### config.mk
export PLATFORM = sky130hd
export DESIGN_NAME = debounce
export DESIGN_NICKNAME = d
export VERILOG_FILES = /design/src/rtl/debounce.sv
export SDC_FILE = /design/constraint.sdc
export NUM_CORES = 1
export LEC_CHECK = 0
export BUFFER_PORTS_ARGS = -buffer_cell sky130_fd_sc_hd__clkbuf_2
export CORE_AREA = 2 2 39 41
export DETAILED_ROUTE_END_ITERATION = 6
export DIE_AREA = 0 0 41 43
export PLACE_DENSITY_LB_ADDON = 0.15
export SLEW_MARGIN = 10
export SYNTH_ARGS = -nofsm -noshare
export SYNTH_HDL_FRONTEND = slang
export SYNTH_SLANG_ARGS = --single-unit
### constraint.sdc
create_clock -name clk -period 1.1 [get_ports clk]
set_input_delay 0.055 -clock clk [delete_from_list [all_inputs] [get_ports clk]]
set_output_delay 0.055 -clock clk [all_outputs]
set_load 0.02 [all_outputs]
### src/rtl/debounce.sv
// -----------------------------------------------------------------------------
// debounce
//
// Cleans one mechanical push-button input for synchronous logic. The raw level
// is brought into the clk domain through a flop chain. It is then filtered by a
// stability counter: a new level is accepted only after the synchronised input
// has differed from the current debounced level on STABLE_CYCLES consecutive
// edges.
//
// Parameters
//   SYNC_STAGES    synchroniser depth on noisy_in (2 or more)
//   STABLE_CYCLES  consecutive differing samples needed to accept a change
//                  (1 or more)
//   CNT_W          stability counter width, derived from STABLE_CYCLES;
//                  leave at its default
//
// Ports
//   clk          system clock, rising edge
//   rst          asynchronous, active-low reset
//   noisy_in     raw, asynchronous, bouncing button level (1 = pressed)
//   clean_pulse  one-cycle strobe on each accepted 0->1 transition (registered)
//   clean_level  debounced button level (registered)
// -----------------------------------------------------------------------------
module debounce #(
  parameter int SYNC_STAGES   = 2,
  parameter int STABLE_CYCLES = 8,
  parameter int CNT_W         = $clog2(STABLE_CYCLES + 1)
) (
  input  logic clk,
  input  logic rst,
  input  logic noisy_in,
  output logic clean_pulse,
  output logic clean_level
);

  // Terminal count: on the edge where the counter already holds this value
  // and the input still differs, the change is accepted. The counter
  // therefore never exceeds STABLE_CYCLES-1.
  localparam logic [CNT_W-1:0] CNT_LAST = CNT_W'(STABLE_CYCLES - 1);

  // ---------------------------------------------------------------------------
  // Synchroniser chain
  // ---------------------------------------------------------------------------
  logic [SYNC_STAGES-1:0] sync_reg;
  logic [SYNC_STAGES-1:0] sync_next;
  logic                   sync_in;

  generate
    for (genvar gi = 0; gi < SYNC_STAGES; gi++) begin : g_sync
      if (gi == 0) begin : g_head
        assign sync_next[gi] = noisy_in;
      end else begin : g_tail
        assign sync_next[gi] = sync_reg[gi-1];
      end
    end
  endgenerate

  always_ff @(posedge clk or negedge rst) begin
    if (!rst) begin
      sync_reg <= '0;
    end else begin
      sync_reg <= sync_next;
    end
  end

  // Only the last stage is considered safe to use in logic.
  assign sync_in = sync_reg[SYNC_STAGES-1];

  // ---------------------------------------------------------------------------
  // Stability filter
  // ---------------------------------------------------------------------------
  logic [CNT_W-1:0] cnt_reg;
  logic [CNT_W-1:0] cnt_next;
  logic             level_reg;
  logic             level_next;
  logic             pulse_reg;
  logic             pulse_next;

  always_comb begin
    cnt_next   = cnt_reg;
    level_next = level_reg;
    pulse_next = 1'b0;
    if (sync_in == level_reg) begin
      // Any sample agreeing with the current level restarts qualification,
      // which is what rejects bounces shorter than STABLE_CYCLES.
      cnt_next = '0;
    end else if (cnt_reg == CNT_LAST) begin
      level_next = sync_in;
      cnt_next   = '0;
      // Strobe only on presses; releases change the level silently.
      pulse_next = sync_in;
    end else begin
      cnt_next = cnt_reg + CNT_W'(1);
    end
  end

  always_ff @(posedge clk or negedge rst) begin
    if (!rst) begin
      cnt_reg   <= '0;
      level_reg <= 1'b0;
      pulse_reg <= 1'b0;
    end else begin
      cnt_reg   <= cnt_next;
      level_reg <= level_next;
      pulse_reg <= pulse_next;
    end
  end

  assign clean_level = level_reg;
  assign clean_pulse = pulse_reg;

endmodule

; ---- After elaboration in Yosys (flattened, before gate mapping)
; Cells that the tools add are included.
[totals]
regBits = 8
latch_bits = 0
ramBits = 0
mem_bits_ro = 0
input_bits = 3
output_inout_bits = 2
word_cells = 13
n_memories = 0
[op_classes]
n_addsub = 1
multipliers = 0
div_mod_pow = 0
n_lt_le_gt_ge = 0
n_eq_ne = 2
shifts = 0
n_mux = 4
bitwise_logic = 1
n_reduce_logical = 1
[ops]
columns = op, n
row1 = two-way mux 4 bit, 2
row2 = "adder 4 x 1 -> 4 bit, second input constant", 1
row3 = "== test 4 x 3 -> 1 bit, second input constant", 1
row4 = two-way mux 1 bit, 2
row5 = AND reduction 2 bit, 1
row6 = == test 1 bit, 1
row7 = NOT 1 bit, 1

; ---- Depth between registers and ports, before layout
; Gate-level depths: netlist of run 1.
[depth]
depth_word = 3
depth_mapped = 4
depth_no_buf = 4

; ---- Least setup slack after synthesis of run 1
; Ideal clock, no wire load.
[synth_path]
path_kind = register -> register
start = register cnt_reg[0]
end = register level_reg, in the netlist clean_level
setup_time_ns = 0.125
arrival_ns = 1.024
required_ns = 0.975
slack_ns = -0.049
path_stages_with_launch = 4
path_buffers = 0
period_less_slack_ns = 1.149
cell_sequence = dfrtp_1 ha_1 nand3b_4 mux2_4
[synth_between]
elab_chain_cells = 2
[synth_lines]
columns = element, line_no
row1 = from (decl), 72  ; logic [CNT_W-1:0] cnt_reg;
row2 = from (signal assigned), 103  ; cnt_reg <= cnt_next;
row3 = == test 4 x 3 -> 1 bit, 87  ; end else if (cnt_reg == CNT_LAST) begin
row4 = AND reduction 2 bit (no line), --
row5 = to (signal assigned), 104  ; level_reg <= level_next;
row6 = to (decl), 74  ; logic level_reg;
; Every way passes these cells.
; A chain may end at the register's enable or synchronous reset.

; ---- Worst setup path after layout of run 1
[layout_path]
start = register cnt_reg[1]
end = register level_reg, in the netlist clean_level
; Same word-level chain as after synthesis.

==> metrics.txt, run 1 <==
status complete, no violations; cell with the most instances after synthesis dfrtp_1; Distinct cells, synth 11; Slew Limit Headroom 86.1%; final worst-path cycle share 99.7%; vias in the first global route 227; P_leak 0.238 nW; MaxCap Viol Count 0; Routability Congestion 0.765; Primary FF master, synth dfrtp_1; Overflow after GRT 0; Starting DRT DRC Count 0; Setup CP Type flip-flop to flip-flop; synthesized area per cell 15.1 sq um; # H-tree levels 1; row count 14; Final Hold Fails 0; CTS root buf clkbuf_4; M3 GR Usage 4.71%; Tmin final 1.10 ns; cell count after synthesis 21; DR WL/cell 10.8 um; pre-CTS setup slack -0.00349 ns; pwr dens 2150 nW/um^2; Mapped Nets 25; Max Slew Vio Count 0; worst-path maximum fanout 3; RR Startpoint cnt_reg[1]; Setup Viol. Count Final 0; Setup Skew 0.00131 ns; Tightest Pin Transition 0.208 ns; Worst-Skew Late Latency 0.25 ns; fmax 911 MHz; Ys Warns 0; DR pass1 iterations 1; clock sink total 8; num ports 5; global-route wire length before repair 1.01 mm; Synth-to-Final Area Change 37.8%; share of layout cells above drive strength 1 45.5%; die width 41 um; Synth top area share 63.0%; GR met1 Demand/Resource 10.7%; global route hottest layer met2; vias after detailed routing 190; max reg flops 4; core area 1380 sq um; critical-path cell list ha_4 > nand3b_4 > mux2_4; I/O Buffers 4; crit path launch type flip-flop; synth top area cells dfrtp_1 (63%), nand3b_4 (6.3%), xnor2_1 (5.5%); met2 Use GR 12.8%; largest delay contributor family on the critical path flip-flops; Fill cells 144; multi-input logic area 133 sq um; area post-placement 383 sq um; total global routing track utilization 9.24%; setup ws final 0.00290 ns; fin cells 49; post-layout instance area 438 sq um; CTS tree yes; final WL 528 um; Setup crit start cnt_reg[1]; die footprint 1760 sq um; largest area contributor in the netlist dfrtp_1; Post-CTS Setup Inserts 0; Post-Syn Area 318 sq um; WP buf/inv 0; Initial Util 23.0%; hpwl dp 385 um; number of vias per cell 3.88; initial antenna violation count 0; Placed Cells 44; antenna-violating nets left 0; unrepaired setup endpoints after global routing yes; Clock transition at path regs 0.05 ns; sequential area share after synthesis 63.0%; Critical-path top delay cell dfrtp_1; Fin Hold WS 0.187 ns; Crit path required time 1.23 ns; largest net degree at the start of global routing 9; type of element capturing the critical path flip-flop; VDD IR max 0.573 mV; Clock Path Buffers 2; DRC viols 0; Post-synth ARST share 100%; Seq cells post-synth 8; cts bufs inserted 3; Crit path largest cell delay 0.41 ns; Hold WC Path Type primary input to async pin; Nets 39; Inserted Diodes 0; synth cell count leaders dfrtp_1 (8), nor2_1 (3), xnor2_1 (2); Die Y 43 um; Post-synth EDFFs 0; register area 200 sq um; Arr. time, crit path 1.23 ns; Pwr Total 0.941 mW
[cells in the final DEF (no fill, tap or decap)]
cell type      netlist  routed
mux2i_1              1       1
dfrtp_1              8       8
clkbuf_4             0       3
mux2_4               1       1
buf_4                0       3
nor2_2               0       1
nand3b_4             1       1
nor2_1               3       2
nor3b_2              1       1
nand3_1              1       1
nor2b_1              1       1
nor3b_1              1       1
xnor2_1              2       2
dlygate4sd3_1        0       2
clkbuf_2             0       4
ha_4                 0       1
[worst paths after layout]
| kind | cells past startpoint | end | slack [ns] |
|---|---|---|---|
| min in group clk | 0 | sync_reg[1] | 0.35 |
| setup reg to reg | 3 | clean_level | 0.003 |
| setup / recovery | 3 | clean_level | 0.003 |
| hold reg to reg | 0 | sync_reg[1] | 0.35 |
| max in group asynchronous | 2 | sync_reg[1] | 0.73 |
| hold / removal | 2 | clean_pulse | 0.19 |
[cells by family (layout without fill, tap and decap cells)]
logic type / after synthesis / after routing / synth area share (%)
buffers and inverters: 0 / 12 / 0
adder cells (fa/ha/maj): 1 / 1 / 3.94
flip-flops: 8 / 8 / 63.0
AND/OR/NAND/NOR: 8 / 8 / 19.7
XOR/XNOR: 2 / 2 / 5.51
multiplexers: 2 / 2 / 7.87
[layer usage]
metal,part of all wire [%],routed length (um)
met1,46,242
met2,50,262
met3,4.4,23
met4,0,0
met5,0,0
[area by class of cell]
type	instances	area share (%)
flip-flops and latches	8	45.7
multi-input cells	13	30.3
repair buffers	9	14.3
clock buffers	3	5.14
well taps	16	4.57
[stage by stage]
step           utilization (%)  TNS [ns]
4_1_cts                   31.5         0
3_5_place_dp              27.7  -0.00349
5_1_grt                   31.6   -0.0421
6_report                  31.6         0
2_1_floorplan                -         0
3_3_place_gp              27.7         0
[report_power, final]
| part | switching (mW) | internal, mW | leakage, nW |
|---|---|---|---|
| Combinational | 0.122 | 0.172 | 0.120 |
| Sequential | 0.0703 | 0.358 | 0.104 |
| Clock | 0.0946 | 0.125 | 0.0138 |
[timing repair]
action,4_1_cts,5_1_grt
setup endpoints to repair,1,2
hold buffers,2,0
hold endpoints to repair,9,0
gates resized for setup,1,1
pin swaps,1,2
No activity file was read; power rests on OpenSTA's default activity.
==> run 2: changes to the inputs <==
ABC_AREA = 1   (was not set)
ABC_CLOCK_PERIOD_IN_PS = 1100   (was not set)
==> run 2 against run 1 <==
Against the previous run: combinational power shrank 43%; largest power group unchanged; synthesized area fell by 1.2%; largest cell class unchanged; worst setup slack gained 0.077 ns; clock power shrank 4%.
==> metrics.txt, run 2 <==
cell with the most instances after synthesis dfrtp_1; Fin Hold WS 0.181 ns (-0.00629 ns); pre-CTS setup slack 0.0729 ns (+0.0764 ns); Routability Congestion 0.656 (-14%); register area 200 sq um (unchanged); cell count after synthesis 31 (+48%); Starting DRT DRC Count 3 (+3); P_leak 0.203 nW (-15%); WL met2 213 um (-19%); Nets 46 (+18%); synthesized area per cell 10.1 sq um (-33%); Post-synth EDFFs 0 (unchanged); final WL 467 um (-12%); status complete, no violations; core area 1380 sq um (unchanged); final worst-path cycle share 92.7% (-7.0 points); Post-Syn Area 314 sq um (-1.2%); Setup Skew 0.00628 ns (+0.00498 ns); cts bufs inserted 3 (unchanged); Inserted Diodes 0 (unchanged); synth cell count leaders dfrtp_1 (8), nand2_1 (7), inv_1 (5); number of vias per cell 3.91 (+0.86%); row count 14 (unchanged); Tmin final 1.02 ns (-0.0769 ns); type of element capturing the critical path flip-flop; Slew Limit Headroom 86.3% (+0.18 points); Setup Viol. Count Final 0 (unchanged); Worst-Skew Late Latency 0.25 ns (about the same); unrepaired setup endpoints after global routing no; Pwr Total 0.778 mW (-17%); vias in the first global route 222 (-2.2%); crit path launch type flip-flop; met1 WL 224 um (-7.4%); VDD IR max 0.624 mV (+8.9%); DRC viols 0 (unchanged); Final Hold Fails 0 (unchanged); largest net degree at the start of global routing 9 (unchanged); DR WL/cell 8.34 um (-23%); initial antenna violation count 0 (unchanged); Crit path required time 1.28 ns (+0.05 ns); Synth top area share 63.7% (+0.75 points); I/O Buffers 4 (unchanged); setup ws final 0.0798 ns (+0.0769 ns); sequential area share after synthesis 63.7% (+0.75 points); worst-path maximum fanout 4 (+1); Clock Path Buffers 2 (unchanged); Hold WC Path Type primary input to async pin; MaxCap Viol Count 0 (unchanged); most common cell after layout, fill and taps aside dfrtp_1; Post-synth ARST share 100% (unchanged); Setup CP Type flip-flop to flip-flop; Die Y 43 um (unchanged); share of layout cells above drive strength 1 22.5% (-23 points); Tightest Pin Transition 0.205 ns (-0.00275 ns); multi-input logic area 95.1 sq um (-28%); synth top area cells dfrtp_1 (64%), nand2_1 (8.4%), inv_1 (6.0%); Ys Warns 0 (unchanged); Overflow after GRT 0 (unchanged); # hold bufs at CTS 2 (unchanged); CTS root buf clkbuf_4; die width 41 um (unchanged); max reg flops 4 (unchanged); Fill cells 155 (+7.6%); Initial Util 22.7% (-0.27 points); Primary FF master, synth dfrtp_1; Max Slew Vio Count 0 (unchanged); fin cells 56 (+14%); Synth-to-Final Area Change 26.3%; largest area contributor in the netlist dfrtp_1; R2R Setup Slk 0.08 ns (+0.08 ns); Seq cells post-synth 8 (unchanged); CTS tree yes; clock sink total 8 (unchanged); Placed Cells 51 (+16%); area post-placement 354 sq um (-7.5%); post-CTS resize count 0 (-1); setup_tns 0 ns (unchanged); num ports 5 (unchanged); Mapped Nets 35 (+40%); pwr dens 1960 nW/um^2 (-8.7%); antenna-violating nets left 0 (unchanged); total global routing track utilization 7.81% (-1.4 points); commonest cells after routing, fill and taps aside dfrtp_1 (8), nand2_1 (7), inv_1 (5), nor2_1 (4), clkbuf_2 (4); fmax 980 MHz (+7.5%); Distinct cells, synth 11 (unchanged); vias after detailed routing 219 (+15%); Met3 Wirelength 28 um (+22%); # H-tree levels 1 (unchanged); global-route wire length before repair 828 um (-18%); Arr. time, crit path 1.20 ns (-0.03 ns); post-layout instance area 397 sq um (-9.4%); post-route core utilization 28.7% (-3.0 points); DR pass1 iterations 2 (+1); die footprint 1760 sq um (unchanged); highest metal used met3; Post-CTS Setup Inserts 0 (unchanged); Clock transition at path regs 0.05 ns (about the same)
run 2: critical path, cell delays in order (launching register included):
cell and delay (ns):
dfrtp_1 0.40, ha_1 0.24, nand3_2 0.11, nand2_1 0.08
nor2_2 0.11
run 2: final cells by class:
type	count	area share [%]
inverter	5	4.73
multi-input combinational	18	24.0
clock buffer	3	5.68
timing repair buffer	6	10.1
sequential	8	50.5
tap	16	5.05
run 2: per-layer routing:
layer / GRT usage (%) / vias up
li1: - / 114
met1: 8.31 / 101
met2: 9.69 / 4
met3: 6.28 / 0
met4: 6.00 / 0
met5: 0 / -
run 2: final timing paths:
| path | start | endpoint | cells past startpoint |
|---|---|---|---|
| setup / recovery | cnt_reg[0] | cnt_reg[3] | 4 |
| hold / removal | rst | clean_pulse | 2 |
| setup reg to reg | cnt_reg[0] | cnt_reg[3] | 4 |
| hold reg to reg | sync_reg[0] | sync_reg[1] | 0 |
| max in group asynchronous | rst | cnt_reg[2] | 2 |
| min in group clk | sync_reg[0] | sync_reg[1] | 0 |
run 2: cells by family after synthesis:
logic type	count (synthesis)	share of synthesized area [%]
XOR/XNOR	1	2.79
AND/OR/NAND/NOR	15	21.9
flip-flops	8	63.7
AO/OA/AOI/OAI	1	1.59
buffers and inverters	5	5.98
adder cells (fa/ha/maj)	1	3.98
run 2: report_power, final:
group | switching [mW] | internal [mW]
clock network | 0.0862 | 0.124
logic | 0.0977 | 0.0689
registers | 0.0503 | 0.351
total | 0.234 | 0.544
